**config.mk**
```make
export PLATFORM = sky130hd
export DESIGN_NAME = load_store_mem_port_flat
export DESIGN_NICKNAME = d
export VERILOG_FILES = /design/src/rtl/load_store_mem_port_pkg.sv /design/src/rtl/load_store_mem_port_if.sv /design/src/rtl/load_store_mem_port_pending_fifo.sv /design/src/rtl/load_store_mem_port.sv /design/src/flat_wrapper.sv
export SDC_FILE = /design/constraint.sdc
export NUM_CORES = 1
export LEC_CHECK = 0
export CORE_MARGIN = 8
export CORE_UTILIZATION = 45
export DETAILED_ROUTE_END_ITERATION = 6
export PLACE_DENSITY_LB_ADDON = 0.2
export SYNTH_ARGS = -nofsm -noshare
export SYNTH_HDL_FRONTEND = slang
export SYNTH_SLANG_ARGS = --single-unit
```
**constraint.sdc**
```tcl
create_clock -name iCLOCK -period 2.25 [get_ports iCLOCK]
set_input_delay 0.225 -clock iCLOCK [delete_from_list [all_inputs] [get_ports iCLOCK]]
set_output_delay 0.225 -clock iCLOCK [all_outputs]
set_load 0.005 [all_outputs]
```
**src/rtl/load_store_mem_port_pkg.sv**
```systemverilog
// Shared types and lane helpers for the load/store memory port.
// The misalign check (LDST_MISALIGN_CHECK_EN) uses is_misaligned() from here.
package ldst_port_pkg;

  typedef enum logic [1:0] {
    ORDER_BYTE = 2'b00,
    ORDER_HALF = 2'b01,
    ORDER_WORD = 2'b10,
    ORDER_NONE = 2'b11
  } order_e;

  typedef struct packed {
    order_e     order;
    logic [1:0] addr_lo;
    logic       rw;
    logic       fault;
  } pend_entry_t;

  // Big-endian lanes: byte 0 of a word lives in bits [31:24].
  function automatic logic [3:0] gen_byte_ena(order_e order, logic [1:0] addr_lo, logic [3:0] mask);
    logic [3:0] ena;
    case (order)
      ORDER_BYTE: ena = 4'b1000 >> addr_lo;
      ORDER_HALF: ena = addr_lo[1] ? 4'b0011 : 4'b1100;
      default:    ena = 4'b1111;
    endcase
    return ena & mask;
  endfunction

  function automatic logic [31:0] replicate_wdata(order_e order, logic [31:0] data);
    case (order)
      ORDER_BYTE: return {4{data[7:0]}};
      ORDER_HALF: return {2{data[15:0]}};
      default:    return data;
    endcase
  endfunction

  function automatic logic [31:0] extract_rdata(order_e order, logic [1:0] addr_lo, logic [31:0] data);
    logic [31:0] res;
    case (order)
      ORDER_BYTE: begin
        case (addr_lo)
          2'd0:    res = {24'h0, data[31:24]};
          2'd1:    res = {24'h0, data[23:16]};
          2'd2:    res = {24'h0, data[15:8]};
          default: res = {24'h0, data[7:0]};
        endcase
      end
      ORDER_HALF: res = addr_lo[1] ? {16'h0, data[15:0]} : {16'h0, data[31:16]};
      default:    res = data;
    endcase
    return res;
  endfunction

  function automatic logic is_misaligned(order_e order, logic [1:0] addr_lo);
    return ((order == ORDER_HALF) && addr_lo[0]) || ((order == ORDER_WORD) && (addr_lo != 2'b00));
  endfunction

endpackage

```
**src/rtl/load_store_mem_port_if.sv**
```systemverilog
// Arbiter-side LDST bus and memory-side bus of the load/store memory port.
interface ldst_bus_if;
  logic        iLDST_REQ;
  logic        oLDST_BUSY;
  logic [1:0]  iLDST_ORDER;
  logic [3:0]  iLDST_MASK;
  logic        iLDST_RW;
  logic [31:0] iLDST_ADDR;
  logic [31:0] iLDST_DATA;
  logic        oLDST_VALID;
  logic        oLDST_CACHE_HIT;
  logic [31:0] oLDST_DATA;
  logic        oLDST_FAULT;

  modport master (output iLDST_REQ, iLDST_ORDER, iLDST_MASK, iLDST_RW, iLDST_ADDR, iLDST_DATA,
                  input  oLDST_BUSY, oLDST_VALID, oLDST_CACHE_HIT, oLDST_DATA, oLDST_FAULT);
  modport slave  (input  iLDST_REQ, iLDST_ORDER, iLDST_MASK, iLDST_RW, iLDST_ADDR, iLDST_DATA,
                  output oLDST_BUSY, oLDST_VALID, oLDST_CACHE_HIT, oLDST_DATA, oLDST_FAULT);
endinterface

interface mem_bus_if;
  logic        oMEM_REQ;
  logic        iMEM_BUSY;
  logic        oMEM_RW;
  logic [31:0] oMEM_ADDR;
  logic [3:0]  oMEM_BYTE_ENA;
  logic [31:0] oMEM_DATA;
  logic        iMEM_VALID;
  logic        iMEM_CACHE_HIT;
  logic [31:0] iMEM_DATA;

  modport master (output oMEM_REQ, oMEM_RW, oMEM_ADDR, oMEM_BYTE_ENA, oMEM_DATA,
                  input  iMEM_BUSY, iMEM_VALID, iMEM_CACHE_HIT, iMEM_DATA);
  modport slave  (input  oMEM_REQ, oMEM_RW, oMEM_ADDR, oMEM_BYTE_ENA, oMEM_DATA,
                  output iMEM_BUSY, iMEM_VALID, iMEM_CACHE_HIT, iMEM_DATA);
endinterface

```
**src/rtl/load_store_mem_port_pending_fifo.sv**
```systemverilog
// In-order FIFO of requests issued to memory and awaiting their response.
module ldst_pending_fifo
  import ldst_port_pkg::*;
#(
  parameter int PENDING_DEPTH = 4,
  parameter int PENDING_AW    = 2
) (
  input  logic                clk,
  input  logic                rst_n,
  input  logic                push,
  input  pend_entry_t         push_entry,
  input  logic                pop,
  output pend_entry_t         head,
  output logic                full,
  output logic                empty,
  output logic [PENDING_AW:0] count
);

  pend_entry_t           entries [PENDING_DEPTH];
  logic [PENDING_AW-1:0] wr_ptr_reg;
  logic [PENDING_AW-1:0] rd_ptr_reg;
  logic [PENDING_AW:0]   count_reg;
  logic                  do_push;
  logic                  do_pop;

  assign full    = (count_reg == (PENDING_AW+1)'(PENDING_DEPTH));
  assign empty   = (count_reg == '0);
  assign count   = count_reg;
  assign head    = entries[rd_ptr_reg];
  assign do_push = push && !full;
  assign do_pop  = pop && !empty;

  always_ff @(posedge clk) begin
    if (do_push) entries[wr_ptr_reg] <= push_entry;
  end

  // Pointers are exactly PENDING_AW bits, so they wrap on their own.
  always_ff @(posedge clk or negedge rst_n) begin
    if (!rst_n) begin
      wr_ptr_reg <= '0;
      rd_ptr_reg <= '0;
      count_reg  <= '0;
    end else begin
      if (do_push) wr_ptr_reg <= wr_ptr_reg + 1'b1;
      if (do_pop)  rd_ptr_reg <= rd_ptr_reg + 1'b1;
      case ({do_push, do_pop})
        2'b10:   count_reg <= count_reg + 1'b1;
        2'b01:   count_reg <= count_reg - 1'b1;
        default: count_reg <= count_reg;
      endcase
    end
  end

endmodule

```
**src/rtl/load_store_mem_port.sv**
```systemverilog
// Load/store memory port: lane formatting, one-entry issue register, in-order responses.
// Define LDST_MISALIGN_CHECK_EN to retire misaligned half/word accesses as faults.
module load_store_mem_port
  import ldst_port_pkg::*;
#(
  parameter int PENDING_DEPTH = 4,
  parameter int PENDING_AW    = 2
) (
  input  logic      iCLOCK,
  input  logic      inRESET,
  ldst_bus_if.slave ldst,
  mem_bus_if.master mem
);

  logic                  reg_valid;
  logic                  reg_fault;
  order_e                reg_order;
  logic [1:0]            reg_addr_lo;
  logic                  fault_busy_reg;
  logic                  accept, issue, pop, req_fault;
  logic                  fifo_full, fifo_empty;
  logic [PENDING_AW:0]   fifo_count;
  logic [PENDING_AW+1:0] occupancy;
  pend_entry_t           head, push_entry;
  order_e                req_order;

  assign req_order = order_e'(ldst.iLDST_ORDER);

`ifdef LDST_MISALIGN_CHECK_EN
  assign req_fault = is_misaligned(req_order, ldst.iLDST_ADDR[1:0]);
`else
  assign req_fault = 1'b0;
`endif

  assign occupancy = {1'b0, fifo_count} + {{(PENDING_AW+1){1'b0}}, reg_valid};
  // While a fault is in flight no new request is taken, so no memory response
  // can ever arrive while the faulted entry sits at the FIFO head.
  assign ldst.oLDST_BUSY = (mem.oMEM_REQ && mem.iMEM_BUSY)
                        || (occupancy >= (PENDING_AW+2)'(PENDING_DEPTH))
                        || fault_busy_reg;
  assign accept = ldst.iLDST_REQ && !ldst.oLDST_BUSY;
  assign issue  = reg_valid && (reg_fault || !mem.iMEM_BUSY);
  assign pop    = !fifo_empty && (head.fault || mem.iMEM_VALID);

  assign push_entry = '{order: reg_order, addr_lo: reg_addr_lo, rw: mem.oMEM_RW, fault: reg_fault};

  always_ff @(posedge iCLOCK or negedge inRESET) begin
    if (!inRESET) begin
      reg_valid         <= 1'b0;
      reg_fault         <= 1'b0;
      reg_order         <= ORDER_BYTE;
      reg_addr_lo       <= 2'b00;
      mem.oMEM_REQ      <= 1'b0;
      mem.oMEM_RW       <= 1'b0;
      mem.oMEM_ADDR     <= '0;
      mem.oMEM_BYTE_ENA <= '0;
      mem.oMEM_DATA     <= '0;
    end else if (accept) begin
      reg_valid         <= 1'b1;
      reg_fault         <= req_fault;
      reg_order         <= req_order;
      reg_addr_lo       <= ldst.iLDST_ADDR[1:0];
      mem.oMEM_REQ      <= !req_fault;
      mem.oMEM_RW       <= ldst.iLDST_RW;
      mem.oMEM_ADDR     <= {ldst.iLDST_ADDR[31:2], 2'b00};
      mem.oMEM_BYTE_ENA <= gen_byte_ena(req_order, ldst.iLDST_ADDR[1:0], ldst.iLDST_MASK);
      mem.oMEM_DATA     <= replicate_wdata(req_order, ldst.iLDST_DATA);
    end else if (issue) begin
      reg_valid    <= 1'b0;
      mem.oMEM_REQ <= 1'b0;
    end
  end

  always_ff @(posedge iCLOCK or negedge inRESET) begin
    if (!inRESET) begin
      fault_busy_reg <= 1'b0;
    end else if (accept && req_fault) begin
      fault_busy_reg <= 1'b1;
    end else if (pop && head.fault) begin
      fault_busy_reg <= 1'b0;
    end
  end

  ldst_pending_fifo #(
    .PENDING_DEPTH(PENDING_DEPTH),
    .PENDING_AW   (PENDING_AW)
  ) u_pending (
    .clk       (iCLOCK),
    .rst_n     (inRESET),
    .push      (issue && !fifo_full),
    .push_entry(push_entry),
    .pop       (pop),
    .head      (head),
    .full      (fifo_full),
    .empty     (fifo_empty),
    .count     (fifo_count)
  );

  always_ff @(posedge iCLOCK or negedge inRESET) begin
    if (!inRESET) begin
      ldst.oLDST_VALID     <= 1'b0;
      ldst.oLDST_CACHE_HIT <= 1'b0;
      ldst.oLDST_DATA      <= '0;
    end else if (pop) begin
      ldst.oLDST_VALID     <= 1'b1;
      ldst.oLDST_CACHE_HIT <= !head.fault && mem.iMEM_CACHE_HIT;
      ldst.oLDST_DATA      <= (head.fault || head.rw) ? 32'h0
                              : extract_rdata(head.order, head.addr_lo, mem.iMEM_DATA);
    end else begin
      ldst.oLDST_VALID <= 1'b0;
    end
  end

`ifdef LDST_MISALIGN_CHECK_EN
  logic rsp_fault_reg;
  always_ff @(posedge iCLOCK or negedge inRESET) begin
    if (!inRESET)  rsp_fault_reg <= 1'b0;
    else if (pop)  rsp_fault_reg <= head.fault;
  end
  assign ldst.oLDST_FAULT = rsp_fault_reg;
`else
  assign ldst.oLDST_FAULT = 1'b0;
`endif

endmodule

```
**src/flat_wrapper.sv**
```systemverilog
// flat-port wrapper written by rule: the top's interface ports become plain ports
module load_store_mem_port_flat import ldst_port_pkg::*;
#(
  parameter int PENDING_DEPTH = 4,
  parameter int PENDING_AW    = 2
)
  (iCLOCK, inRESET, ldst_iLDST_REQ, ldst_iLDST_ORDER, ldst_iLDST_MASK, ldst_iLDST_RW, ldst_iLDST_ADDR, ldst_iLDST_DATA, ldst_oLDST_BUSY, ldst_oLDST_VALID, ldst_oLDST_CACHE_HIT, ldst_oLDST_DATA, ldst_oLDST_FAULT, mem_oMEM_REQ, mem_oMEM_RW, mem_oMEM_ADDR, mem_oMEM_BYTE_ENA, mem_oMEM_DATA, mem_iMEM_BUSY, mem_iMEM_VALID, mem_iMEM_CACHE_HIT, mem_iMEM_DATA);
  ldst_bus_if ldst_i ();
  mem_bus_if mem_i ();
  input  logic iCLOCK;
  input  logic inRESET;
  input wire logic [$bits(ldst_i.iLDST_REQ)-1:0] ldst_iLDST_REQ;
  input wire logic [$bits(ldst_i.iLDST_ORDER)-1:0] ldst_iLDST_ORDER;
  input wire logic [$bits(ldst_i.iLDST_MASK)-1:0] ldst_iLDST_MASK;
  input wire logic [$bits(ldst_i.iLDST_RW)-1:0] ldst_iLDST_RW;
  input wire logic [$bits(ldst_i.iLDST_ADDR)-1:0] ldst_iLDST_ADDR;
  input wire logic [$bits(ldst_i.iLDST_DATA)-1:0] ldst_iLDST_DATA;
  output wire logic [$bits(ldst_i.oLDST_BUSY)-1:0] ldst_oLDST_BUSY;
  output wire logic [$bits(ldst_i.oLDST_VALID)-1:0] ldst_oLDST_VALID;
  output wire logic [$bits(ldst_i.oLDST_CACHE_HIT)-1:0] ldst_oLDST_CACHE_HIT;
  output wire logic [$bits(ldst_i.oLDST_DATA)-1:0] ldst_oLDST_DATA;
  output wire logic [$bits(ldst_i.oLDST_FAULT)-1:0] ldst_oLDST_FAULT;
  output wire logic [$bits(mem_i.oMEM_REQ)-1:0] mem_oMEM_REQ;
  output wire logic [$bits(mem_i.oMEM_RW)-1:0] mem_oMEM_RW;
  output wire logic [$bits(mem_i.oMEM_ADDR)-1:0] mem_oMEM_ADDR;
  output wire logic [$bits(mem_i.oMEM_BYTE_ENA)-1:0] mem_oMEM_BYTE_ENA;
  output wire logic [$bits(mem_i.oMEM_DATA)-1:0] mem_oMEM_DATA;
  input wire logic [$bits(mem_i.iMEM_BUSY)-1:0] mem_iMEM_BUSY;
  input wire logic [$bits(mem_i.iMEM_VALID)-1:0] mem_iMEM_VALID;
  input wire logic [$bits(mem_i.iMEM_CACHE_HIT)-1:0] mem_iMEM_CACHE_HIT;
  input wire logic [$bits(mem_i.iMEM_DATA)-1:0] mem_iMEM_DATA;
  assign ldst_i.iLDST_REQ = ldst_iLDST_REQ;
  assign ldst_i.iLDST_ORDER = ldst_iLDST_ORDER;
  assign ldst_i.iLDST_MASK = ldst_iLDST_MASK;
  assign ldst_i.iLDST_RW = ldst_iLDST_RW;
  assign ldst_i.iLDST_ADDR = ldst_iLDST_ADDR;
  assign ldst_i.iLDST_DATA = ldst_iLDST_DATA;
  assign ldst_oLDST_BUSY = ldst_i.oLDST_BUSY;
  assign ldst_oLDST_VALID = ldst_i.oLDST_VALID;
  assign ldst_oLDST_CACHE_HIT = ldst_i.oLDST_CACHE_HIT;
  assign ldst_oLDST_DATA = ldst_i.oLDST_DATA;
  assign ldst_oLDST_FAULT = ldst_i.oLDST_FAULT;
  assign mem_oMEM_REQ = mem_i.oMEM_REQ;
  assign mem_oMEM_RW = mem_i.oMEM_RW;
  assign mem_oMEM_ADDR = mem_i.oMEM_ADDR;
  assign mem_oMEM_BYTE_ENA = mem_i.oMEM_BYTE_ENA;
  assign mem_oMEM_DATA = mem_i.oMEM_DATA;
  assign mem_i.iMEM_BUSY = mem_iMEM_BUSY;
  assign mem_i.iMEM_VALID = mem_iMEM_VALID;
  assign mem_i.iMEM_CACHE_HIT = mem_iMEM_CACHE_HIT;
  assign mem_i.iMEM_DATA = mem_iMEM_DATA;
  load_store_mem_port #(.PENDING_DEPTH(PENDING_DEPTH), .PENDING_AW(PENDING_AW)) u_core (.iCLOCK(iCLOCK), .inRESET(inRESET), .ldst(ldst_i), .mem(mem_i));
endmodule
```
==> out/metrics.yaml, run 1 <==
synth:
  syn-instance-count: 449
  syn_area_sq_um: 5770
  synth_mux_area_share_pct: 16.3
  ys_types: 47
  ys_seq_elements: 133
  synth_top_family_by_area: "multiplexers"
  ys_seq_area_share_pct: 59.4
  synthArstFlopShare_pct: 85.0
  synth_xor_area_share_pct: 0.910
  yosys.area.top_type: "dfrtp_1"
  synth-simple-area-share_pct: 6.33
  yosysWarnings: 0
  synth_top_area_share_pct: 49.0
  synthAdderAreaFrac_pct: 1.43
  synth_edf_count: 20
  synth_ff_type: "dfrtp_1"
  synth_compound_area_share_pct: 11.9
  ys_top_cells_by_area: "dfrtp_1, edfxtp_1, mux2_2"
  avgSynthCellArea_sq_um: 12.9
outcome:
  outcome: "complete, no violations"
layout:
  fin_util_pct: 69.4
  reg_top3: "u_core.ldst.oLDST_DATA (32), u_core.mem.oMEM_DATA (32), u_core.mem.oMEM_ADDR (30)"
  drive_above_1_share_pct: 13.5
  final_nets: 785
  num_antenna_cells: 0
  syn_to_final_growth_pct: 51.1
worst_setup_path:
  arrival_ns: 2.49
  cp_top_family: "simple AND/OR/NAND/NOR gates"
  crit_path_start: "u_core.u_pending.rd_ptr_reg[0]$_DFFE_PN0P_"
  rr_startpoint: "u_core.u_pending.rd_ptr_reg[0]$_DFFE_PN0P_"
  crit_type: "flip-flop to flip-flop"
  rr_worst_depth: 4
  cp_max_fo: 16
  critPathBufInv: 0
  required_ns: 2.59
  cp_slowest_cell: "mux4_2"
  cpPeakStageDelay_ns: 0.56
  cp.depth: 4
  path_cells: "mux4_2, nand2b_4, nor2_2, a22o_1"
  end_kind: "flip-flop"
  startpoint_type: "flip-flop"
sta:
  fin_crit_ns: 2.15
  tightest_slew_ns: 0.726
  tns_ns: 0
  slew_violations: 0
  maxSlewHeadroom_pct: 51.6
  fmax_ghz: 0.465
  rsz0062_at_grt: "false"
  post-route-period-util_pct: 95.5
  finalHoldViolCount: 0
  skew_ns: 0.00590
  setup_violations: 0
routing:
  drtIter0Drc: 288
  drc: 0
  top_layer: "met4"
  routed_via_density: 5.16
  wire_per_inst_um: 18.6
  ant_nets: 0
  vias: 4409
  first_pass_iters: 6
  wl_met1_mm: 6.22
  routed_wl_mm: 15.9
  wl_met2_mm: 7.62
  wl_met3_mm: 1.74
cts:
  cts_tree: "done"
  post_cts_resized: 0
  cts-root-buf: "clkbuf_16"
  cts_htree_levels: 4
  clkSinkCount: 133
  numCtsBuffers: 17
  clock_latency_ns: 0.41
  path_clk_slew_ns: 0.05
  clk_path_buf_depth: 2
power_and_ir_drop:
  clockPowerShare_pct: 23.7
  p_seq_share_pct: 36.1
  switchingPower_mw: 3.39
  pwr_density_cell_nw_per_um2: 1300
  leakagePower_nw: 3.68
  combPwrFrac_pct: 40.2
  vdd_drop_max_v: 0.000699
  switching_share_pct: 30.0
  p_int_mw: 7.91
placement:
  portBuffers: 211
  gp_congestion: 0.789
  place.detailed.hpwl_mm: 12.0
global_route:
  grt_overflow: 0
  grt_pass1_vias: 4643
  antenna_found_initial: 0
  grt_first_pass_wirelength_mm: 24.8
  grt_max_degree: 69
  track_usage_pct: 19.2
hold_path:
  hp-start: "mem_iMEM_CACHE_HIT"
  hold_path.class: "input port to flip-flop"
  worstHoldPathCells: 3
die:
  initial_core_util_pct: 45.9
  core-area_sq_um: 12600
  io_pins: 215
  die_h_um: 129
  die_w_um: 129
  rows: 41
  dieArea_sq_um: 16700
job:
  cap_violations: 0
-- power groups by stage --
stage,Combinational (mW),Sequential (mW),Clock [mW]
after global placement,4.41,4.06,0
after floorplan,2.07,4.05,0
after CTS,4.55,4.09,2.73
after detailed placement,4.51,4.11,0
after global routing,4.92,4.21,2.84
final,4.54,4.08,2.68
-- final cells by class --
class,instances,area (sq um)
multi-input cells,271,2140
fillers,928,3840
inverters,18,67.6
clock inverters,12,136
well taps,172,215
flip-flops and latches,133,3430
repair buffers,229,2300
clock buffers,20,437
-- Yosys cell counts, types with 2 or more instances --
cell type and n:
dfrtp_1 113, nand2_1 51, o21ai_0 29, mux2_2 28, mux2i_1 27, edfxtp_1 20
mux2_1 20, a22o_1 17, clkbuf_1 16, inv_1 16, a21oi_1 10, nor2_1 10
o21ai_1 9, a22oi_1 8, buf_2 7, a32oi_1 6, and2_1 5, ha_1 5
mux4_2 5, o221ai_2 5, xnor2_1 5, buf_4 3, buf_6 3, o211ai_1 3
inv_2 2, nand3_1 2, nor2_2 2, nor3_1 2, o31ai_1 2
-- layout by cell type (no fill, tap or decap), types with 6 or more instances in the layout --
cell             synthesis  layout
o21ai_0                 29      29
clkbuf_16                0      17
a32oi_1                  6       6
a22o_1                  17      17
o21ai_1                  9       9
mux2_1                  20      20
dfrtp_1                113     113
nand2_1                 51      51
buf_4                    3      14
clkdlybuf4s50_1          0     210
a21oi_1                 10      10
nor2_1                  10      10
inv_1                   16      16
mux2_2                  28      28
mux2i_1                 27      27
edfxtp_1                20      20
a22oi_1                  8       8
-- per-stage QoR --
| stage | hold WS, ns | instance area (sq um) | instances | power [mW] | worst slack (ns) |
|---|---|---|---|---|---|
| 3_5_place_dp | 0.270 | 8110 | 819 | 8.62 | 0.0998 |
| 6_report | 0.358 | 8720 | 855 | 11.3 | 0.101 |
| 3_3_place_gp | 0.267 | 8110 | 819 | 8.47 | 0.171 |
| 2_1_floorplan | -0.0706 | 5780 | 451 | 6.12 | 0.206 |
| 5_1_grt | 0.367 | 8720 | 855 | 12.0 | 0.00120 |
| 4_1_cts | 0.353 | 8690 | 852 | 11.4 | 0.0979 |
-- kinds of logic (layout without fill, tap and decap cells) --
kind of cell,Yosys count,count (layout)
adder cells (fa/ha/maj),6,6
AND/OR/NAND/NOR,78,78
XOR/XNOR,6,6
AO/OA/AOI/OAI,97,97
multiplexers,81,81
flip-flops,133,133
other,1,3
buffers and inverters,47,279
-- worst register-to-register path: stages (launching register included) --
cell      delay, ns
dfrtp_1        0.55
mux4_2         0.56
nand2b_4       0.18
nor2_2         0.56
a22o_1         0.23
-- metal layers --
layer | vias to the layer above | global-route usage (%)
met5 | - | 0
li1 | 2059 | -
met3 | 22 | 8.34
met2 | 190 | 31.1
met1 | 2138 | 22.2
met4 | 0 | 7.05
-- what timing repair did --
item | 4_1_cts | 5_1_grt
endpoints found under the hold margin | 113 | 0
setup buffers | 0 | 3
endpoints found under the setup margin | 0 | 9
hold buffers | 1 | 0
-- worst paths after layout --
| kind | to | slack [ns] |
|---|---|---|
| worst max-delay path | u_core.ldst.oLDST_DATA[30]$_DFFE_PN0P_ | 0.10 |
| worst min-delay path | u_core.ldst.oLDST_CACHE_HIT$_DFFE_PN0P_ | 0.36 |
| worst max register to register | u_core.ldst.oLDST_DATA[30]$_DFFE_PN0P_ | 0.10 |
| worst min register to register | u_core.ldst.oLDST_CACHE_HIT$_DFFE_PN0P_ | 0.48 |
| max in group asynchronous | u_core.u_pending.rd_ptr_reg[0]$_DFFE_PN0P_ | 1.38 |
| min in group asynchronous | u_core.mem.oMEM_ADDR[25]$_DFFE_PN0P_ | 0.38 |
Note: power is estimated with default switching activity, not from simulation.
==> run 2: changes to the inputs <==
--- a/config.mk
+++ b/config.mk
@@ -6,9 +6,10 @@
 export NUM_CORES = 1
 export LEC_CHECK = 0
 export CORE_MARGIN = 8
-export CORE_UTILIZATION = 45
+export CORE_UTILIZATION = 46
 export DETAILED_ROUTE_END_ITERATION = 6
 export PLACE_DENSITY_LB_ADDON = 0.2
 export SYNTH_ARGS = -nofsm -noshare
 export SYNTH_HDL_FRONTEND = slang
+export SYNTH_HIERARCHICAL = 1
 export SYNTH_SLANG_ARGS = --single-unit
==> out/metrics.yaml, run 2 <==
power_and_ir_drop:
  switching_share_pct: 30.8
  clockPowerShare_pct: 22.7
  combPwrFrac_pct: 44.9
  switchingPower_mw: 4.03
  p_seq_share_pct: 32.4
  leakagePower_nw: 4.04
  vdd_drop_max_v: 0.000625
  pwr_density_cell_nw_per_um2: 1370
  p_int_mw: 9.08
synth:
  yosys.area.top_type: "dfrtp_1"
  synth_edf_count: 24
  ys_types: 52
  synthArstFlopShare_pct: 82.5
  syn_area_sq_um: 6510
  synth_top_area_share_pct: 43.4
  yosysWarnings: 6
  ys_seq_area_share_pct: 54.5
  synth_common_cells: "dfrtp_1, mux2_4, mux2i_1"
  avgSynthCellArea_sq_um: 14.0
  ys_seq_elements: 137
  ys_top_cells_by_area: "dfrtp_1, mux2_4, edfxtp_1"
  syn-instance-count: 465
  synth_ff_type: "dfrtp_1"
  yosysMostFrequentCell: "dfrtp_1"
layout:
  drive_above_1_share_pct: 23.0
  final_nets: 815
  fin_util_pct: 69.2
  syn_to_final_growth_pct: 47.4
  final_common_cell: "clkdlybuf4s50_1"
  most-common-layout-cells: "clkdlybuf4s50_1, dfrtp_1, mux2_4"
  reg_top3: "u_core/ldst.oLDST_DATA (32), u_core/mem.oMEM_DATA (32), u_core/mem.oMEM_ADDR (30)"
  num_antenna_cells: 0
sta:
  fin_crit_ns: 2.20
  skew_ns: 0.00731
  post-route-period-util_pct: 97.7
  rsz0062_at_grt: "true"
  tns_ns: 0
  finalHoldViolCount: 0
  fmax_ghz: 0.455
  setup_ws_ns: 0.0516
  maxSlewHeadroom_pct: 59.1
  hold_ws_ns: 0.383
  slew_violations: 0
  setup_violations: 0
  tightest_slew_ns: 0.614
die:
  core-area_sq_um: 13900
  die_h_um: 135
  die_w_um: 135
  io_pins: 215
  dieArea_sq_um: 18200
  rows: 43
  initial_core_util_pct: 46.9
hold_path:
  hold_path.class: "input port to async pin"
routing:
  wl_met2_mm: 8.94
  drtIter0Drc: 306
  wl_met3_mm: 1.63
  routed_via_density: 5.34
  vias: 4767
  first_pass_iters: 7
  wire_per_inst_um: 20.4
  routed_wl_mm: 18.2
  top_layer: "met4"
  drc: 0
  ant_nets: 0
  wl_met1_mm: 7.29
cts:
  path_clk_slew_ns: 0.06
  clkSinkCount: 137
  cts_htree_levels: 4
  clock_latency_ns: 0.41
  numCtsBuffers: 17
  cts_tree: "done"
  clk_path_buf_depth: 2
  cts-root-buf: "clkbuf_16"
worst_setup_path:
  end_kind: "flip-flop"
  crit_type: "flip-flop to flip-flop"
  rrSetupSlack_ns: 0.05
  rr_startpoint: "u_core/u_pending/rd_ptr_reg[0]$_DFFE_PN0P_"
  required_ns: 2.58
  cp_max_fo: 3
  startpoint_type: "flip-flop"
  rr_worst_depth: 8
  r2r_end: "u_core/u_pending/count[1]$_DFFE_PN0P_"
  arrival_ns: 2.52
placement:
  place.detailed.hpwl_mm: 13.3
  gp_congestion: 0.788
  dp_slack_ns: 0.0640
  portBuffers: 211
job:
  cap_violations: 0
global_route:
  grt_max_degree: 53
  antenna_found_initial: 0
  grt_first_pass_wirelength_mm: 28.5
  track_usage_pct: 19.7
  grt_pass1_vias: 5258
  grt_overflow: 0
outcome:
  outcome: "complete, no violations"
-- run 2: changes by cell type after synthesis, sizes merged, moves of 7 or more --
| cell | previous run | this run |
|---|---|---|
| nand2b | 2 | 14 |
| a31oi | 0 | 13 |
| inv | 18 | 11 |
| mux2 | 49 | 67 |
| nand2 | 51 | 21 |
| buf | 13 | 22 |
| o21ai | 38 | 18 |
| nor2 | 12 | 4 |
-- run 2: worst max-delay path by stage --
stage	startpoint	endpoint	slack [ns]	cells past startpoint
floorplan	u_core/u_pending/rd_ptr_reg[0]$_DFFE_PN0P_	u_core/u_pending/count[2]$_DFFE_PN0P_	-0.16	12
global placement	u_core/u_pending/rd_ptr_reg[0]$_DFFE_PN0P_	u_core/ldst.oLDST_DATA[0]$_DFFE_PN0P_	0.12	6
detailed placement	u_core/u_pending/count[1]$_DFFE_PN0P_	u_core/u_pending/count[1]$_DFFE_PN0P_	0.06	8
CTS	u_core/u_pending/count[1]$_DFFE_PN0P_	u_core/u_pending/count[1]$_DFFE_PN0P_	0.05	8
global route	u_core/u_pending/rd_ptr_reg[0]$_DFFE_PN0P_	u_core/u_pending/count[2]$_DFFE_PN0P_	-0.05	10
finish	u_core/u_pending/rd_ptr_reg[0]$_DFFE_PN0P_	u_core/u_pending/count[1]$_DFFE_PN0P_	0.05	8
-- run 2: per-stage QoR --
| stage | instances | total power, mW | instance area (sq um) |
|---|---|---|---|
| global route | 893 | 13.9 | 9600 |
| CTS | 884 | 13.0 | 9510 |
| global placement | 851 | 9.81 | 8860 |
| detailed placement | 851 | 9.99 | 8860 |
| floorplan | 471 | 7.33 | 6590 |
| finish | 893 | 13.1 | 9600 |
-- run 2: logic make-up (layout without fill, tap and decap cells) --
family | after synthesis | count (layout) | share of synthesized area, %
XOR/XNOR | 6 | 6 | 0.807
AND/OR/NAND/NOR | 69 | 69 | 6.28
other | 1 | 7 | 0.0576
flip-flops | 137 | 137 | 54.5
buffers and inverters | 46 | 287 | 4.82
multiplexers | 98 | 99 | 20.7
AO/OA/AOI/OAI | 102 | 102 | 11.6
adder cells (fa/ha/maj) | 6 | 6 | 1.27
-- run 2: area by class of cell --
| type | count | area, sq um |
|---|---|---|
| Timing Repair Buffer | 244 | 2410 |
| Inverter | 11 | 41.3 |
| Multi-Input combinational cell | 289 | 2740 |
| Tap cell | 180 | 225 |
| Clock inverter | 15 | 206 |
| Clock buffer | 17 | 425 |
| Sequential cell | 137 | 3550 |
| Fill cell | 987 | 4280 |
-- run 2: routing by layer --
layer	track usage, %	up-vias
met4	7.09	0
li1	-	2198
met1	23.3	2344
met5	0	-
met2	32.2	197
met3	7.50	28
-- run 2: worst max-delay path, cell delays in order (launching register included) --
cell      delay [ns]
dfrtp_1         0.38
mux4_2          0.58
o21bai_4        0.18
inv_2           0.05
o31a_4          0.12
ha_4            0.17
inv_2           0.05
fa_2            0.42
mux2i_1         0.16
-- run 2: power by group through the flow --
stage / Combinational, mW / Sequential, mW / Clock, mW
2_1_floorplan: 3.14 / 4.19 / 0
3_3_place_gp: 5.60 / 4.21 / 0
3_5_place_dp: 5.75 / 4.24 / 0
4_1_cts: 5.77 / 4.25 / 3.02
5_1_grt: 6.34 / 4.37 / 3.14
6_report: 5.89 / 4.24 / 2.98
-- run 2: timing repair --
action	CTS	global route
hold endpoints to repair	46	0
buffers inserted	0	8
hold buffers	1	0
setup endpoints to repair	0	12
gates resized for setup	0	4
==> run 3: changes to the inputs <==
--- a/config.mk
+++ b/config.mk
@@ -5,8 +5,10 @@
 export SDC_FILE = /design/constraint.sdc
 export NUM_CORES = 1
 export LEC_CHECK = 0
+export CAP_MARGIN = 5
 export CORE_MARGIN = 8
 export CORE_UTILIZATION = 46
+export CTS_CLUSTER_SIZE = 24
 export DETAILED_ROUTE_END_ITERATION = 6
 export PLACE_DENSITY_LB_ADDON = 0.2
 export SYNTH_ARGS = -nofsm -noshare
==> results of run 3 <==
Same layout as run 2: the final DEF is identical, and so are final timing and power.
